<file path="src/rtl/freq_div_mon.sv">
// Checks a divided clock against its expected period and high time, measured in clk cycles.
// Sticky error/timeout flags and a done/pass result are reported after NUM_CHECK periods.
module freq_div_mon #(
    parameter int unsigned CLK_DIV   = 4,
    parameter int unsigned DUTY_NUM  = 2,
    parameter int unsigned NUM_CHECK = 8,
    parameter int unsigned W         = 16,
    parameter int unsigned TIMEOUT   = 1000
) (
    input  logic         clk,
    input  logic         rst_n,
    input  logic         clk_div_num,
    input  logic         start,
    output logic         busy,
    output logic         meas_valid,
    output logic [W-1:0] period_cnt,
    output logic [W-1:0] high_cnt,
    output logic         err_period,
    output logic         err_high,
    output logic         timeout,
    output logic         done,
    output logic         pass
);

    localparam int unsigned CHK_W = 8;
    localparam logic [W-1:0] CNT_MAX = '1;

    typedef enum logic [1:0] {
        S_IDLE = 2'd0,
        S_ARM  = 2'd1,
        S_MEAS = 2'd2,
        S_DONE = 2'd3
    } state_t;

    state_t           state_q, state_d;
    logic             s0_q, s1_q;
    logic [W-1:0]     per_q, per_d;
    logic [W-1:0]     hi_q, hi_d;
    logic [CHK_W-1:0] chk_q, chk_d;
    logic [W-1:0]     period_q, period_d;
    logic [W-1:0]     high_q, high_d;
    logic             meas_valid_q, meas_valid_d;
    logic             err_period_q, err_period_d;
    logic             err_high_q, err_high_d;
    logic             timeout_q, timeout_d;
    logic             busy_q, busy_d;
    logic             done_q, done_d;
    logic             pass_q, pass_d;
    logic             rise_c;
    logic [W-1:0]     per_inc_c;
    logic [W-1:0]     hi_inc_c;

    assign rise_c    = s1_q & ~s0_q;
    assign per_inc_c = (per_q == CNT_MAX) ? per_q : per_q + W'(1);
    assign hi_inc_c  = (s1_q && (hi_q != CNT_MAX)) ? hi_q + W'(1) : hi_q;

    // Next-state and output computation
    always_comb begin
        state_d      = state_q;
        per_d        = per_q;
        hi_d         = hi_q;
        chk_d        = chk_q;
        period_d     = period_q;
        high_d       = high_q;
        meas_valid_d = 1'b0;
        err_period_d = err_period_q;
        err_high_d   = err_high_q;
        timeout_d    = timeout_q;

        case (state_q)
            S_IDLE, S_DONE: begin
                if (start) begin
                    state_d      = S_ARM;
                    err_period_d = 1'b0;
                    err_high_d   = 1'b0;
                    timeout_d    = 1'b0;
                    chk_d        = '0;
                    per_d        = '0;
                    hi_d         = '0;
                end
            end
            S_ARM: begin
                // First edge only aligns the measurement window
                if (rise_c) begin
                    state_d = S_MEAS;
                    per_d   = W'(1);
                    hi_d    = W'(1);
                end else if (per_q >= W'(TIMEOUT)) begin
                    state_d   = S_DONE;
                    timeout_d = 1'b1;
                end else begin
                    per_d = per_inc_c;
                end
            end
            S_MEAS: begin
                if (rise_c) begin
                    period_d     = per_q;
                    high_d       = hi_q;
                    meas_valid_d = 1'b1;
                    if (per_q != W'(CLK_DIV)) err_period_d = 1'b1;
                    if (hi_q != W'(DUTY_NUM)) err_high_d = 1'b1;
                    chk_d = chk_q + CHK_W'(1);
                    per_d = W'(1);
                    hi_d  = W'(1);
                    if ((chk_q + CHK_W'(1)) == CHK_W'(NUM_CHECK)) state_d = S_DONE;
                end else if (per_q >= W'(TIMEOUT)) begin
                    state_d   = S_DONE;
                    timeout_d = 1'b1;
                end else begin
                    per_d = per_inc_c;
                    hi_d  = hi_inc_c;
                end
            end
            default: state_d = S_IDLE;
        endcase

        busy_d = (state_d == S_ARM) || (state_d == S_MEAS);
        done_d = (state_d == S_DONE);
        pass_d = done_d & ~(err_period_d | err_high_d | timeout_d);
    end

    always_ff @(posedge clk or negedge rst_n) begin
        if (!rst_n) begin
            state_q      <= S_IDLE;
            s0_q         <= 1'b0;
            s1_q         <= 1'b0;
            per_q        <= '0;
            hi_q         <= '0;
            chk_q        <= '0;
            period_q     <= '0;
            high_q       <= '0;
            meas_valid_q <= 1'b0;
            err_period_q <= 1'b0;
            err_high_q   <= 1'b0;
            timeout_q    <= 1'b0;
            busy_q       <= 1'b0;
            done_q       <= 1'b0;
            pass_q       <= 1'b0;
        end else begin
            state_q      <= state_d;
            s1_q         <= clk_div_num;
            s0_q         <= s1_q;
            per_q        <= per_d;
            hi_q         <= hi_d;
            chk_q        <= chk_d;
            period_q     <= period_d;
            high_q       <= high_d;
            meas_valid_q <= meas_valid_d;
            err_period_q <= err_period_d;
            err_high_q   <= err_high_d;
            timeout_q    <= timeout_d;
            busy_q       <= busy_d;
            done_q       <= done_d;
            pass_q       <= pass_d;
        end
    end

    assign busy       = busy_q;
    assign meas_valid = meas_valid_q;
    assign period_cnt = period_q;
    assign high_cnt   = high_q;
    assign err_period = err_period_q;
    assign err_high   = err_high_q;
    assign timeout    = timeout_q;
    assign done       = done_q;
    assign pass       = pass_q;

endmodule

</file>
<file path="config.mk">
export PLATFORM = sky130hd
export DESIGN_NAME = freq_div_mon
export DESIGN_NICKNAME = d
export VERILOG_FILES = /design/src/rtl/freq_div_mon.sv
export SDC_FILE = /design/constraint.sdc
export NUM_CORES = 1
export LEC_CHECK = 0
export BUFFER_PORTS_ARGS = -buffer_cell sky130_fd_sc_hd__clkbuf_2
export CORE_MARGIN = 2
export CORE_UTILIZATION = 35
export CTS_CLUSTER_DIAMETER = 80
export DETAILED_ROUTE_END_ITERATION = 8
export MAX_ROUTING_LAYER = met4
export PLACE_DENSITY_LB_ADDON = 0.1
export SYNTH_ARGS = -nofsm -noshare
export SYNTH_HDL_FRONTEND = slang
export SYNTH_SLANG_ARGS = --single-unit
export TNS_END_PERCENT = 1
</file>
<file path="constraint.sdc">
create_clock -name clk -period 2.3 [get_ports clk]
set_input_delay 0 -clock clk [delete_from_list [all_inputs] [get_ports clk]]
set_output_delay 0 -clock clk [all_outputs]
set_load 0.1 [all_outputs]
</file>
==> results of run 1 <==
==> state kept, by name, summed over array words and instances (netlist names) <==
signal,count
pass,1
err_high,1
s0_q,1
state_q,2
done,1
chk_q,8
s1_q,1
hi_q,16
timeout,1
meas_valid,1
err_period,1
period_cnt,16
high_cnt,16
per_q,16
busy,1
==> metrics by stage <==
stage	hold WS [ns]	utilization	total power, uW
after floorplan	-0.296	-	2840
after global placement	-0.0127	0.398	3230
after detailed placement	-0.0136	0.398	3240
after CTS	0.117	0.420	4390
after global routing	0.160	0.423	4640
final	0.114	0.423	4380
==> kinds of logic (layout without fill, tap and decap cells) <==
kind of cell	after synthesis	count (layout)	synth area share
buffers and inverters	25	87	0.0291
AO/OA/AOI/OAI	87	87	0.138
multiplexers	7	7	0.0202
AND/OR/NAND/NOR	198	198	0.236
XOR/XNOR	7	7	0.0157
adder cells (fa/ha/maj)	9	9	0.0288
flip-flops	83	83	0.532
==> layout make-up <==
cell class / instances / share of cell area
inverters: 7 / 0.00570
well taps: 140 / 0.0380
repair buffers: 64 / 0.0836
flip-flops and latches: 83 / 0.451
clock inverters: 3 / 0.00977
multi-input cells: 308 / 0.376
clock buffers: 13 / 0.0367
==> power by group through the flow <==
stage	clock, uW	sequential (uW)	combinational (uW)
after detailed placement	0	1710	1520
after global routing	1240	1700	1700
after floorplan	0	2160	681
after global placement	0	1710	1520
after CTS	1170	1690	1530
final	1130	1690	1560
==> cell usage in the layout (no fill, tap or decap), drive strengths merged, types with 3 or more instances in the layout <==
cell / netlist / routed
nand2b: 5 / 5
inv: 7 / 7
xor2: 5 / 5
a21oi: 17 / 17
a31oi: 6 / 6
ha: 9 / 9
o31ai: 10 / 10
dfrtp: 83 / 83
nor4: 8 / 8
mux2: 7 / 7
clkbuf: 11 / 54
nand3: 12 / 12
and3: 11 / 11
dlygate4sd3: 0 / 3
nand2: 98 / 98
nor2b: 7 / 7
nand4: 5 / 5
nor3: 6 / 6
o21ai: 42 / 42
nor2: 34 / 34
buf: 7 / 20
and4: 6 / 6
==> metal layers <==
layer,global-route usage,vias to the layer above,routed length (um)
met3,0.0344,15,265
met5,-,-,0
met1,0.237,1495,4770
met2,0.246,50,4070
met4,0.0778,0,159
li1,-,1562,-
==> what timing repair did <==
action | 4_1_cts | 5_1_grt
buffers inserted | 0 | 2
endpoints found under the hold margin | 36 | 0
resized for setup | 0 | 3
setup endpoints to repair | 0 | 1
hold buffers | 3 | 0
==> final timing paths <==
path                                  start  slack [ns]              to  cells after the start
worst max-delay path                hi_q[0]        0.21        hi_q[14]                      8
worst min-delay path                  rst_n        0.11  period_cnt[12]                      2
worst max register to register      hi_q[0]        0.21        hi_q[14]                      8
worst min register to register         s1_q        0.45            s0_q                      0
max in group asynchronous             rst_n        1.45         hi_q[6]                      3
min in group clk                clk_div_num        0.28            s1_q                      2
==> impl_metrics.toml, run 1 <==
[outcome]
status = "complete, no violations"

[critical_path]
timing.critical_path.to_type = "register"
crit_path_top_delay_cell = "sky130_fd_sc_hd__dfrtp_1"
cp_data_required_time_ns = 2.55
critical-path-top-delay-family = "simple AND/OR/NAND/NOR gates"
wp_data_arrival_ns = 2.35
worst-path-max-fanout = 10
start_kind = "register"
slowest_delay_ns = 0.43
criticalPathCategory = "reg2reg"
worst-path-buf-inv = 1
crit_chain = "ha_1 -> nand3_1 -> nor3_4 -> a41oi_4 -> a22oi_4 -> buf_4 -> nand3b_1 -> o21ai_0"

[logic_synthesis]
synthesis.instances = 416
synth.area.top_cells = "sky130_fd_sc_hd__dfrtp_1 53%, sky130_fd_sc_hd__nand2_1 9.4%, sky130_fd_sc_hd__o21ai_0 4.9%"
synth_top_flop_cell = "sky130_fd_sc_hd__dfrtp_1"
post-synth-top-area-cell = "sky130_fd_sc_hd__dfrtp_1"
syn_area_per_cell_um2 = 9.39
post_synth_num_cell_types = 44
synth_warnings = 0
post-synth-top-area-fraction = 0.532
synth-edff-count = 0
proportion_of_register_bits_with_asynchronous_set_or_reset_after_synthesis = 1.00
synthesized_flop_and_latch_total = 83
synthMostInstantiatedCell = "sky130_fd_sc_hd__nand2_1"
postSynthNetCount = 429
yosys-top-cells-count = "98 x sky130_fd_sc_hd__nand2_1, 83 x sky130_fd_sc_hd__dfrtp_1, 38 x sky130_fd_sc_hd__o21ai_0"
post_synthesis_sequential_area_ratio = 0.532
mappedNetlistArea_um2 = 3910

[cells_and_area]
post_synthesis_to_final_layout_area_growth_pct = 18.0
filler_cell_count = 1090
multiInputGateArea_um2 = 1730
seqCellArea_um2 = 2080
nNetsFinal = 486
post_route_cells_drive_above_1_share = 0.199
final_cells = 618
antenna-diode-count = 0
finalInstanceArea_um2 = 4610

[floorplan]
die-area_um2 = 12000
core_area_um2 = 10900
floorplan_die_height_um = 110
ioPinCount = 43
die-width_um = 110
initial_core_util = 0.359
rows = 38

[power]
p_comb_frac = 0.357
cellPowerDensity_nw_per_um2 = 950
clockPowerShare = 0.258
leakagePower_uw = 0.00233
internal_power_uw = 2600
pwr-share-seq = 0.385
switch_share = 0.406
vdd_drop_max_mv = 0.711
total_switching_power_uw = 1780

[global_routing]
grt_pass1_wl_mm = 15.2
global_route.overflow_total = 0
number_of_antenna_violations_at_the_first_check_in_global_routing = 0
grt_max_degree = 35
number_of_global_route_vias_before_repair = 2908
grt_util_all_layers = 0.173

[placed_design]
hpwl_mm = 6.32
numPortBuffers = 42
cell_count_after_placement = 597
gp_congestion = 0.817
post-place-ws_ns = 0.0814
dpl-instance-area_um2 = 4330

[timing]
max_slew_margin = 0.607
timing.fmax_mhz = 478
fraction_of_the_cycle_the_final_worst_path_needs = 0.910
worst_clock_skew_ns = 0.0116
max_slew.worst_pin.slew_ns = 0.586
worst_slack_ns = 0.207
total_negative_slack_ns = 0
post-route-min-period_ns = 2.09
final_max_tran_viols = 0
finalHoldViolations = 0
grt_setup_unrepaired = "no"
setup_viol = 0

[routing]
route.antenna.remaining_nets = 0
vias = 3122
drt_first_iter_violations = 121
viasPerCell = 5.05
wl_per_cell_um = 15.0
drt-pass1-iter-count = 4
drc_errors = 0
wirelength_mm = 9.26

[clocking]
number_of_clock_sinks = 83
cts_max_level = 3
cts_tree = "built"
cts_root_buf = "sky130_fd_sc_hd__clkbuf_8"
max-clock-path-buffers = 2
clk_pin_slew_worst_paths_ns = 0.08
clkLatencyLatePin_ns = 0.38
cts_buffers = 9

[hold_path]
timing.hold.worst.class = "in2async"

[job]
maxCapViolCount = 0
Note: power is estimated with default switching activity, not from simulation.
==> inputs of run 2 (changes only) <==
- CORE_UTILIZATION: 35 -> 58
- PLACE_DENSITY: unset -> 0.82
- PLACE_DENSITY_LB_ADDON: 0.1 -> unset
==> impl_metrics.toml, run 2 (synthesis gave the netlist of run 1 again) <==
[power]
leakagePower_uw = 0.00232
cellPowerDensity_nw_per_um2 = 982
vdd_drop_max_mv = 1.40
totalPowerFinal_uw = 4450

[placed_design]
hpwl_mm = 5.67
gp_congestion = 0.897
numPortBuffers = 42
cell_count_after_placement = 530

[cells_and_area]
final_cells = 551
final_common_cell = "sky130_fd_sc_hd__nand2_1"
antenna-diode-count = 0
postLayoutCoreUtil = 0.706
layout_common_cells = "98 x sky130_fd_sc_hd__nand2_1, 82 x sky130_fd_sc_hd__dfrtp_1, 41 x sky130_fd_sc_hd__clkbuf_2"
post_route_cells_drive_above_1_share = 0.205
post_synthesis_to_final_layout_area_growth_pct = 16.1
filler_cell_count = 482
multiInputGateArea_um2 = 1750
seqCellArea_um2 = 2080
nNetsFinal = 482

[outcome]
status = "complete, no violations"

[critical_path]
slowest_delay_ns = 0.43
worst-path-buf-inv = 1
most_repeated_library_cell_on_the_critical_path = "sky130_fd_sc_hd__nor4_2"
critical-path-top-delay-family = "simple AND/OR/NAND/NOR gates"
crit_path_top_delay_cell = "sky130_fd_sc_hd__dfrtp_1"
criticalPathCategory = "reg2reg"
setup.worst_path.start = "chk_q[4]"
worst_r2r_startpoint = "chk_q[4]"
wp_data_arrival_ns = 2.56
timing.critical_path.to_type = "register"
start_kind = "register"
crit_chain = "or3_4 -> o21ai_2 -> a31oi_2 -> nor4_2 -> o31ai_1 -> a21oi_1 -> ha_2 -> inv_1 -> nor4_2"
cp_data_required_time_ns = 2.57
worst-path-max-fanout = 5

[clocking]
cts_buffers = 9
max-clock-path-buffers = 2
number_of_clock_sinks = 83
cts_tree = "built"
clkLatencyLatePin_ns = 0.36
clk_pin_slew_worst_paths_ns = 0.08
cts_max_level = 3
cts_root_buf = "sky130_fd_sc_hd__clkbuf_8"

[global_routing]
grt_max_degree = 84
grt_util_all_layers = 0.252
number_of_global_route_vias_before_repair = 3097
number_of_antenna_violations_at_the_first_check_in_global_routing = 0
global_route.overflow_total = 0
grt_pass1_wl_mm = 14.3

[timing]
finalHoldViolations = 0
final.hold.worst_slack_ns = 0.304
max_slew.worst_pin.slew_ns = 1.00
setup_viol = 0
max_slew_margin = 0.331
post-route-min-period_ns = 2.29
timing.fmax_mhz = 436
worst_clock_skew_ns = 0.00944
final_max_tran_viols = 0
fraction_of_the_cycle_the_final_worst_path_needs = 0.997

[routing]
drc_errors = 0
drt_first_iter_violations = 246
wl_per_cell_um = 15.5
wirelength_mm = 8.54
viasPerCell = 5.90
route.antenna.remaining_nets = 0
vias = 3250
drt-pass1-iter-count = 6

[hold_path]
timing.hold.worst.class = "in2reg"
hold_path.startpoint = "clk_div_num"

[job]
maxCapViolCount = 0

[floorplan]
core_area_um2 = 6420
initial_core_util = 0.608
floorplan_die_height_um = 86.1
rows = 29
die-area_um2 = 7410
die-width_um = 86.1
ioPinCount = 43
run 2: area by class of cell:
class | count | area share
Clock buffer | 10 | 0.0304
Clock inverter | 6 | 0.0196
Inverter | 7 | 0.00579
Multi-Input combinational cell | 308 | 0.386
Sequential cell | 83 | 0.458
Tap cell | 77 | 0.0212
Timing Repair Buffer | 60 | 0.0784
run 2: worst paths after layout:
kind	end	slack [ns]	cells past startpoint
hold / removal	s1_q	0.30	2
hold reg to reg	s0_q	0.46	0
setup reg to reg	pass	0.007	9
max in group asynchronous	chk_q[3]	1.24	2
min in group asynchronous	period_cnt[15]	0.35	2
setup / recovery	pass	0.007	9
run 2: repair_timing:
item,4_1_cts,5_1_grt
setup buffers,0,2
endpoints found under the hold margin,86,0
setup endpoints to repair,0,2
gates resized for setup,0,9
hold buffers,3,0
run 2: layer usage:
metal  GRT usage  vias to the layer above  part of all wire
li1            -                     1557                 -
met1       0.337                     1577              0.46
met2       0.374                       97              0.47
met3      0.0472                       19             0.048
met4       0.120                        0             0.023
met5           -                        -                 0
run 2: stage by stage:
step	instance area (um^2)	setup WS, ns	setup TNS (ns)
finish	4530	0.00662	0
global route	4530	-0.0856	-0.0856
CTS	4480	0.0458	0
detailed placement	4230	0.0840	0
global placement	4230	0.281	0
floorplan	3910	0.418	0
run 2: where the power goes:
group | leakage [uW] | switching [uW] | internal [uW]
Combinational | 0.00107 | 1160 | 433
Clock | 0.000108 | 534 | 640
Sequential | 0.00114 | 104 | 1580
==> inputs of run 3 (changes only) <==
- SETUP_SLACK_MARGIN: unset -> 0.1
==> impl_metrics.toml, run 3 (synthesis gave the netlist of run 1 again) <==
[global_routing]
number_of_antenna_violations_at_the_first_check_in_global_routing = 0
global_route.overflow_total = 0
grt_util_all_layers = 0.253
grt_pass1_wl_mm = 14.3
number_of_global_route_vias_before_repair = 3111
grt_max_degree = 84

[timing]
final_max_tran_viols = 0
max_slew.worst_pin.slew_ns = 1.01
max_slew_margin = 0.329
setup_viol = 0
timing.fmax_mhz = 466
grt_setup_unrepaired = "yes"
total_negative_slack_ns = 0
fraction_of_the_cycle_the_final_worst_path_needs = 0.932
post-route-min-period_ns = 2.14
finalHoldViolations = 0
worst_clock_skew_ns = 0.00967

[critical_path]
most_repeated_library_cell_on_the_critical_path = "sky130_fd_sc_hd__nor4_2"
worst-path-max-fanout = 5
wp_data_arrival_ns = 2.41
criticalPathCategory = "reg2reg"
cp_data_required_time_ns = 2.57
start_kind = "register"
slowest_delay_ns = 0.43
crit_path_top_delay_cell = "sky130_fd_sc_hd__dfrtp_1"
reg2reg_slack_ns = 0.16
timing.critical_path.to_type = "register"
worst-path-buf-inv = 1
worst-r2r-cell-count = 9
rr_endpoint = "pass"
critical-path-top-delay-family = "simple AND/OR/NAND/NOR gates"
worst_r2r_startpoint = "chk_q[4]"
crit_chain = "or3_4 -> o21ai_2 -> a31oi_2 -> nor4_2 -> o31ai_1 -> a21oi_1 -> ha_2 -> inv_1 -> nor4_2"

[routing]
met3_wirelength_um = 440
wl_per_cell_um = 15.4
vias = 3273
routed_wl_met2_mm = 4.07
wirelength_mm = 8.51
detail_route.wirelength.met1_mm = 3.81
drc_errors = 0
viasPerCell = 5.94
drt-pass1-iter-count = 7
route.antenna.remaining_nets = 0
drt_first_iter_violations = 242
route.top_layer_used = "met4"

[cells_and_area]
finalInstanceArea_um2 = 4530
antenna-diode-count = 0
post_synthesis_to_final_layout_area_growth_pct = 16.1
filler_cell_count = 482
post_route_cells_drive_above_1_share = 0.205
layout_common_cells = "98 x sky130_fd_sc_hd__nand2_1, 82 x sky130_fd_sc_hd__dfrtp_1, 41 x sky130_fd_sc_hd__clkbuf_2"
nNetsFinal = 482
final_common_cell = "sky130_fd_sc_hd__nand2_1"

[power]
vdd_drop_max_mv = 1.39
total_switching_power_uw = 1790
leakagePower_uw = 0.00232
cellPowerDensity_nw_per_um2 = 980
switch_share = 0.403
clockPowerShare = 0.264
internal_power_uw = 2650
p_comb_frac = 0.356
pwr-share-seq = 0.380

[hold_path]
timing.hold.worst.class = "in2reg"
holdPathEnd = "s1_q"
hold_path.startpoint = "clk_div_num"
hold_depth = 2

[placed_design]
numPortBuffers = 42
gp_congestion = 0.897
hpwl_mm = 5.67
dpl-instance-area_um2 = 4230

[clocking]
number_of_clock_sinks = 83
cts_max_level = 3
cts_root_buf = "sky130_fd_sc_hd__clkbuf_8"
max-clock-path-buffers = 2
clkLatencyLatePin_ns = 0.36
cts_buffers = 9
clk_pin_slew_worst_paths_ns = 0.08
cts_tree = "built"

[floorplan]
floorplan_die_height_um = 86.1
ioPinCount = 43
rows = 29
die-area_um2 = 7410
initial_core_util = 0.608
die-width_um = 86.1
core_area_um2 = 6420

[outcome]
status = "complete, no violations"

[job]
maxCapViolCount = 0
## run 3: cell counts in the layout (fill, tap and decap cells not counted)
Identical to the previous run, type by type.
## run 3: worst reg2reg max path: cells and delay by family, from the launching register on
kind	cells	cell delay [ns]
AOI/OAI and AO/OA	4	0.56
adders and majority gates	1	0.22
buffers and inverters	1	0.05
DFF	1	0.43
and+or+nand+nor	3	0.81
## run 3: worst max-delay path by stage
| stage | start | to | slack (ns) | depth (start not counted) |
|---|---|---|---|---|
| 2_1_floorplan | chk_q[4] | pass | 0.42 | 9 |
| 3_3_place_gp | chk_q[4] | pass | 0.28 | 9 |
| 3_5_place_dp | chk_q[4] | pass | 0.08 | 9 |
| 4_1_cts | chk_q[4] | pass | 0.13 | 9 |
| 5_1_grt | chk_q[0] | pass | 0.05 | 9 |
| 6_report | chk_q[4] | pass | 0.16 | 9 |
## run 3: timing repair
item	in CTS	in global routing
resized for setup	1	8
setup buffers	0	2
hold buffers	3	0
setup endpoints to repair	1	10
hold endpoints to repair	86	0
pin swaps	0	7
## run 3: area by class of cell
class                      instances  area [um^2]  share of cell area
inverter                           7         26.3             0.00579
clock buffer                      10          138              0.0304
multi-input combinational        308         1750               0.386
timing repair buffer              60          355              0.0784
sequential                        83         2080               0.458
tap                               77         96.3              0.0212
clock inverter                     6         88.8              0.0196
## run 3: power by group through the flow
stage / Combinational, uW / Sequential [uW] / Clock (uW)
final: 1580 / 1690 / 1170
after global routing: 1710 / 1700 / 1230
after CTS: 1540 / 1690 / 1190
after detailed placement: 1530 / 1710 / 0
after global placement: 1480 / 1700 / 0
after floorplan: 681 / 2160 / 0
## run 3: metal layers
metal | vias to the layer above | GRT usage
met5 | - | -
met4 | 0 | 0.120
met3 | 19 | 0.0472
met2 | 112 | 0.376
met1 | 1589 | 0.337
li1 | 1553 | -
## run 3: per-stage QoR
stage	utilization	std cells	power (uW)	setup slack [ns]	hold slack, ns
after floorplan	-	416	2840	0.418	-0.296
after global placement	0.658	530	3180	0.281	0.111
after detailed placement	0.658	530	3240	0.0840	0.115
after CTS	0.699	549	4410	0.126	0.288
after global routing	0.706	551	4640	0.0469	0.315
final	0.706	551	4440	0.155	0.304
